===== config.mk =====
export PLATFORM = sky130hd
export DESIGN_NAME = block_memory
export DESIGN_NICKNAME = d
export VERILOG_FILES = /design/src/rtl/block_memory_pkg.sv /design/src/rtl/block_memory_stage_rom.sv /design/src/rtl/block_memory.sv
export SDC_FILE = /design/constraint.sdc
export NUM_CORES = 2
export LEC_CHECK = 0
export ABC_AREA = 0
export ABC_CLOCK_PERIOD_IN_PS = 6200
export BUFFER_PORTS_ARGS = -buffer_cell sky130_fd_sc_hd__buf_4
export CAP_MARGIN = 20
export CORE_MARGIN = 2
export CORE_UTILIZATION = 50
export DETAILED_ROUTE_END_ITERATION = 7
export HOLD_SLACK_MARGIN = 0.08
export PLACE_DENSITY = 0.65
export SETUP_SLACK_MARGIN = 0.02
export SLEW_MARGIN = 40
export SYNTH_ARGS = -nofsm -noshare
export SYNTH_HDL_FRONTEND = slang
export SYNTH_SLANG_ARGS = --single-unit
export TNS_END_PERCENT = 30

===== constraint.sdc =====
create_clock -name clock -period 6.2 [get_ports clock]
set_clock_uncertainty 0.05 [all_clocks]
set_input_delay 0.62 -clock clock [delete_from_list [all_inputs] [get_ports clock]]
set_output_delay 0.62 -clock clock [all_outputs]
set_load 0.05 [all_outputs]

===== src/rtl/block_memory_pkg.sv =====
// Shared encodings and geometry for the brick field and the play controller that drives it.
package block_memory_pkg;

  localparam int unsigned ROWS      = 30;
  localparam int unsigned COLS      = 10;
  localparam int unsigned CODE_W    = 4;
  localparam int unsigned ROW_W     = 5;
  localparam int unsigned COL_W     = 5;
  localparam int unsigned STAGE_W   = 2;
  localparam int unsigned REM_W     = 9;
  localparam int unsigned ROW_IDX_W = $clog2(ROWS);
  localparam int unsigned COL_IDX_W = $clog2(COLS);

  // Brick code fields
  localparam int unsigned HP_LSB    = 0;
  localparam int unsigned HP_W      = 2;
  localparam int unsigned WIDE_BIT  = 2;
  localparam int unsigned SOLID_BIT = 3;

  typedef enum logic [1:0] {
    FUNC_HIT  = 2'b00,
    FUNC_LOAD = 2'b01,
    FUNC_PREV = 2'b10,
    FUNC_NEXT = 2'b11
  } func_e;

  typedef enum logic {
    ST_IDLE = 1'b0,
    ST_LOAD = 1'b1
  } state_e;

  typedef logic [CODE_W-1:0] code_t;

  function automatic logic is_destructible(code_t code);
    return (code != '0) && !code[SOLID_BIT];
  endfunction

endpackage


===== src/rtl/block_memory_stage_rom.sv =====
// Fixed brick layouts for the four stages; pure combinational lookup.
module block_memory_stage_rom
  import block_memory_pkg::*;
(
  input  logic [STAGE_W-1:0]   stage,
  input  logic [ROW_IDX_W-1:0] row,
  input  logic [COL_IDX_W-1:0] col,
  output code_t                code_c
);

  always_comb begin
    code_c = '0;
    unique case (stage)
      2'd0: begin
        if (row >= ROW_IDX_W'(2) && row <= ROW_IDX_W'(5)) code_c = 4'h1;
      end
      2'd1: begin
        // Checkerboard: (row+col) even means the low bits agree
        if (row >= ROW_IDX_W'(2) && row <= ROW_IDX_W'(7) && (row[0] == col[0])) code_c = 4'h2;
      end
      2'd2: begin
        if (row >= ROW_IDX_W'(2) && row <= ROW_IDX_W'(3)) begin
          code_c = 4'h8;
        end else if (row >= ROW_IDX_W'(4) && row <= ROW_IDX_W'(7) && !col[0]) begin
          code_c = 4'h5;
        end
      end
      default: begin
        if (row <= ROW_IDX_W'(9)) code_c = 4'h3;
      end
    endcase
  end

endmodule


===== src/rtl/block_memory.sv =====
// Brick field storage: combinational scan-read port, hit/load/stage-select commands,
// and bricks-remaining / level-cleared status.
module block_memory
  import block_memory_pkg::*;
(
  input  logic               clock,
  input  logic               reset,
  input  logic               enable,
  input  logic [1:0]         func,
  input  logic [STAGE_W-1:0] stage,
  input  logic [ROW_W-1:0]   row,
  input  logic [COL_W-1:0]   col,
  output logic               ready,
  output logic [CODE_W-1:0]  block,
  output logic [STAGE_W-1:0] cur_stage,
  output logic [REM_W-1:0]   remaining,
  output logic               cleared
);

  state_e               state_q, state_d;
  code_t                grid_q [ROWS][COLS];
  code_t                grid_d [ROWS][COLS];
  logic [STAGE_W-1:0]   cur_stage_q, cur_stage_d;
  logic [REM_W-1:0]     remaining_q, remaining_d;
  logic                 loaded_q, loaded_d;
  logic [ROW_IDX_W-1:0] ld_row_q, ld_row_d;
  logic [COL_IDX_W-1:0] ld_col_q, ld_col_d;

  logic                 in_range_c;
  code_t                cell_c;
  code_t                rom_code_c;
  logic [HP_W-1:0]      hp_c;

  block_memory_stage_rom u_stage_rom (
    .stage  (cur_stage_q),
    .row    (ld_row_q),
    .col    (ld_col_q),
    .code_c (rom_code_c)
  );

  assign in_range_c = (row < ROW_W'(ROWS)) && (col < COL_W'(COLS));
  assign cell_c     = in_range_c ? grid_q[ROW_IDX_W'(row)][COL_IDX_W'(col)] : '0;
  assign hp_c       = cell_c[HP_LSB +: HP_W];

  always_comb begin
    state_d     = state_q;
    grid_d      = grid_q;
    cur_stage_d = cur_stage_q;
    remaining_d = remaining_q;
    loaded_d    = loaded_q;
    ld_row_d    = ld_row_q;
    ld_col_d    = ld_col_q;

    unique case (state_q)
      ST_IDLE: begin
        if (enable) begin
          if (func == FUNC_HIT) begin
            // Solid bricks absorb hits; a brick with hp<=1 is destroyed
            if (is_destructible(cell_c)) begin
              if (hp_c > HP_W'(1)) begin
                grid_d[ROW_IDX_W'(row)][COL_IDX_W'(col)] = cell_c - CODE_W'(1);
              end else begin
                grid_d[ROW_IDX_W'(row)][COL_IDX_W'(col)] = '0;
                if (remaining_q != '0) remaining_d = remaining_q - REM_W'(1);
              end
            end
          end else begin
            if (func == FUNC_LOAD)      cur_stage_d = stage;
            else if (func == FUNC_NEXT) cur_stage_d = cur_stage_q + STAGE_W'(1);
            else                        cur_stage_d = cur_stage_q - STAGE_W'(1);
            remaining_d = '0;
            loaded_d    = 1'b0;
            ld_row_d    = '0;
            ld_col_d    = '0;
            state_d     = ST_LOAD;
          end
        end
      end

      ST_LOAD: begin
        grid_d[ld_row_q][ld_col_q] = rom_code_c;
        if (is_destructible(rom_code_c)) remaining_d = remaining_q + REM_W'(1);
        if (ld_col_q == COL_IDX_W'(COLS - 1)) begin
          ld_col_d = '0;
          if (ld_row_q == ROW_IDX_W'(ROWS - 1)) begin
            state_d  = ST_IDLE;
            loaded_d = 1'b1;
          end else begin
            ld_row_d = ld_row_q + ROW_IDX_W'(1);
          end
        end else begin
          ld_col_d = ld_col_q + COL_IDX_W'(1);
        end
      end

      default: state_d = ST_IDLE;
    endcase
  end

  always_ff @(posedge clock) begin
    if (reset) begin
      state_q     <= ST_IDLE;
      grid_q      <= '{default: '0};
      cur_stage_q <= '0;
      remaining_q <= '0;
      loaded_q    <= 1'b0;
      ld_row_q    <= '0;
      ld_col_q    <= '0;
    end else begin
      state_q     <= state_d;
      grid_q      <= grid_d;
      cur_stage_q <= cur_stage_d;
      remaining_q <= remaining_d;
      loaded_q    <= loaded_d;
      ld_row_q    <= ld_row_d;
      ld_col_q    <= ld_col_d;
    end
  end

  assign ready     = (state_q == ST_IDLE);
  assign block     = ready ? cell_c : '0;
  assign cur_stage = cur_stage_q;
  assign remaining = remaining_q;
  assign cleared   = loaded_q && (remaining_q == '0) && ready;

endmodule


==> impl_summary.md <==
Placed design
The count of port buffers added during placement is 33. The cell area after placement is 0.0682 mm^2. The placed instance count is 9,394. Detailed placement ended at an HPWL of 214,000 um. At the end of routability-driven placement, the weighted congestion stood at 1.05.

Critical path
The origin of the worst setup path is row[0]. STA classifies the critical path endpoint as an output pin. The signal on the critical path passes through buf_8, buf_4, buf_4, mux2i_1, o22ai_1, nor3_1, nand3_1, a22oi_1, a31oi_4, inv_6, buf_12, nor2_1, buf_4. The critical path startpoint category is a primary input.

Across all register-to-register paths, the minimum setup slack is 1170 ps. The most numerous cell type found on the critical path is buf_4. The slowest cell on the critical path is mux2i_1. The biggest cell delay along the critical path is 690 ps. The peak fanout along the critical path is 130. The startpoint of the most critical register-to-register path is grid_q[1144]. The critical path is of the in2out type. The worst path arrival time is 4980 ps.

For the worst setup path, the data required time is 5530 ps.

Hold path
The launch instance of the worst min-delay path is stage[0]. The tightest min-delay check is of the in2reg type.

Floorplanning
The overall die width is 366 um. 34 I/O pins were placed. In this run the vertical extent of the chip is 366 um. For this configuration, the core starts out at a cell density of 50.5%. The floorplan core area is 0.130 mm^2. The die covers 0.134 mm^2. The floorplan has 132 rows.

Timing
The number of pins with negative max-slew slack in the final report is 0. The clock period could shrink to 5650 ps. The post-route fraction of the period consumed by the critical path is 91.1%.

The final setup violation count is 0. The sum of negative setup slack is 0 ps. The hold violation count in the final report came to 0. The tightest slew margin relative to the limit is 31.3%.

Setup repair after global routing left no endpoint under its margin. The maximum operating frequency is 0.177 GHz. The slew at the pin closest to its max-slew limit is 1030 ps.

Routing
The first detailed-routing pass ran for 8 iterations. For this block, the initial DRC count from the detailed router was 12,500. In this run the remaining antenna-violating nets after routing total 0.

The routed layout has 70,200 vias. The total routed wirelength is 317,000 um. After detailed routing, the number of vias per cell comes to 7.28. The number of remaining DRC errors is 0. The average wire per cell in the routed design is 32.8 um.

CTS
TritonCTS created 139 clock buffers. The total of cells resized after clock tree synthesis is 0. The buffer depth of the longest clock path is 3.

The deepest level of the CTS H-tree is 4. The cell sitting at the root of the clock tree is a clkbuf_16. The number of hold buffers added after cts is 0. The clock latency reported for the late side of the worst-skew pair is 810 ps.

The clock slew at the register clock pins of the worst setup and hold paths is 50 ps. The tree built by TritonCTS fans out to 1,222 sinks. The setup fix buffers added after clock tree synthesis is 0. The TritonCTS clock tree is built.

Job
Max-cap violations in this run came to 0.

GRT
The global-route congestion overflow total is 0. The total global routing track utilization is 44.8%. Entering global routing, the biggest net connects 131 pins. The initial antenna violation count is 20. The number of global-route vias before repair is 62,400. The wire length of the first global-routing pass is 447,000 um.

Logic synthesis
The number of flip-flops and latches in the synthesized netlist is 1,222. The cell type with the highest aggregate area in the netlist is dfxtp_1. A synthesized cell averages 8.12 um^2. Yosys mapped a number of flops with a built-in enable equal to 0. The netlist uses 91 different library cells.

The number of warning messages in the yosys log is 0. The area of the mapped netlist is 0.0654 mm^2. In the synthesized netlist the async set-or-reset flop fraction comes to 0%.

The net count after synthesis is 8,089. The part of the Yosys area used for sequential elements is 37.4%. The cell count after synthesis came out at 8,059. Summed over its instances, the top area cell type makes up 37.4% of the synthesized netlist area.

The most used flip-flop cell after synthesis is dfxtp_1. By area the synthesized netlist is led by dfxtp_1 37%, mux2i_1 8.8%, o22ai_1 5.8%, nand2_1 5.5%, a21oi_1 4.6%.

Run status
The run finished with clean final reports.

Layout
The finished cells cover 0.0730 mm^2. The synthesis-to-finish area growth is 11.6%. The finished layout holds 9,644 standard cells, fillers aside. The utilization of the core after routing is 56.3%. At the end of the flow, the number of nets in the layout was 7,824. The fraction of layout instances using a drive strength above 1 is 10.2%.

Power and ir drop
The power after layout is 17.6 mW. Dividing total power by cell area gives a power density of 241 mW/mm^2. Summed over all cells, the static leakage comes to 24.0 nW. The worst-case IR drop observed on VDD is 252 uV.
## through the flow
step | hold WS, ps | worst slack, ps
after floorplan | 355 | 1360
after global placement | 365 | 350
after detailed placement | 367 | 287
after CTS | 87.9 | 894
after global routing | 122 | 623
final | 107 | 554
## layout by cell type (no fill, tap or decap), types with 22 or more instances in the layout
cell type,n
a31oi_1,104
dfxtp_1,1222
o32ai_1,94
and4_1,55
nor3_1,32
o211ai_1,33
clkbuf_8,30
a221oi_1,88
nor4_1,70
a32o_1,22
nand2_1,950
mux2i_1,570
a21o_1,36
inv_1,149
and3_1,60
o22ai_1,605
clkbuf_16,141
and2_1,148
nor2_1,489
nand3b_1,38
a21oi_1,600
buf_4,306
a2bb2o_1,50
a22o_1,183
nor2_2,26
a22oi_1,277
o21ai_0,308
buf_12,74
nand3_1,524
o221ai_1,171
clkinv_2,25
## synthesized netlist by cell type (14+ instances only)
library cell and number:
a21o_1 36, a21oi_1 600, a221oi_1 88, a22o_1 183
a22oi_1 277, a2bb2o_1 50, a31oi_1 104, a32o_1 22
a32oi_1 15, and2_1 154, and3_1 60, and4_1 55
buf_1 46, buf_2 186, buf_4 92, buf_6 32
clkbuf_1 442, dfxtp_1 1222, inv_1 150, mux2_2 19
mux2i_1 576, mux4_2 19, nand2_1 959, nand2b_1 14
nand3_1 541, nand3b_1 38, nor2_1 524, nor3_1 49
nor3b_1 17, nor4_1 70, o211ai_1 33, o21ai_0 311
o21ai_1 15, o221ai_1 171, o22ai_1 605, o2bb2ai_1 14
o32ai_1 94
## registers in the layout, indices dropped and copies added, names as in the netlist
| signal | flops |
|---|---|
| cur_stage | 2 |
| grid_q | 1200 |
| loaded_q | 1 |
| state_q | 1 |
| ld_row_q | 5 |
| ld_col_q | 4 |
| remaining | 9 |
## final cells by class
cell class                 count  area, um^2
antenna                        6        15.0
clock buffer                 190        4010
clock inverter                53         709
fill                       11800       56700
inverter                     152         581
multi-input combinational   5886       37100
sequential                  1222       24500
tap                         1742        2180
timing repair buffer         393        3980
## layer usage
metal  track usage, %  share of wire [%]
met1             59.8                 38
met2             60.9                 39
met3             17.9                 16
met4             25.2                6.8
met5                0              0.052
## worst max-delay path, delay by kind of cell
family                 cells  cell delay [ps]
AO/OA/AOI/OAI              3              760
buffers and inverters      6             2010
multiplexers               1              690
AND/OR/NAND/NOR            3              650
## kinds of logic (layout without fill, tap and decap cells)
| group | count (synthesis) | after routing | synth area share (%) |
|---|---|---|---|
| AOI/OAI and AO/OA | 2682 | 2682 | 27.4 |
| xor gates and xnor gates | 7 | 7 | 0.0937 |
| adders and majority gates | 13 | 13 | 0.249 |
| buffers and inverters | 951 | 788 | 6.71 |
| DFF | 1222 | 1222 | 37.4 |
| muxes | 614 | 614 | 9.79 |
| other | 0 | 6 | 0 |
| and+or+nand+nor | 2570 | 2570 | 18.3 |
## power by group
group          leakage (nW)  internal [mW]  switching (mW)
logic                  11.8          0.267           0.761
clock network          2.35           5.09            3.64
registers              9.84           7.85          0.0101
## worst paths after layout
kind / end / depth (start not counted)
max: block[1] / 13
min: cur_stage[0] / 3
max reg2reg: grid_q[827] / 17
min reg2reg: grid_q[315] / 2
(Power assumes the default switching activity.)
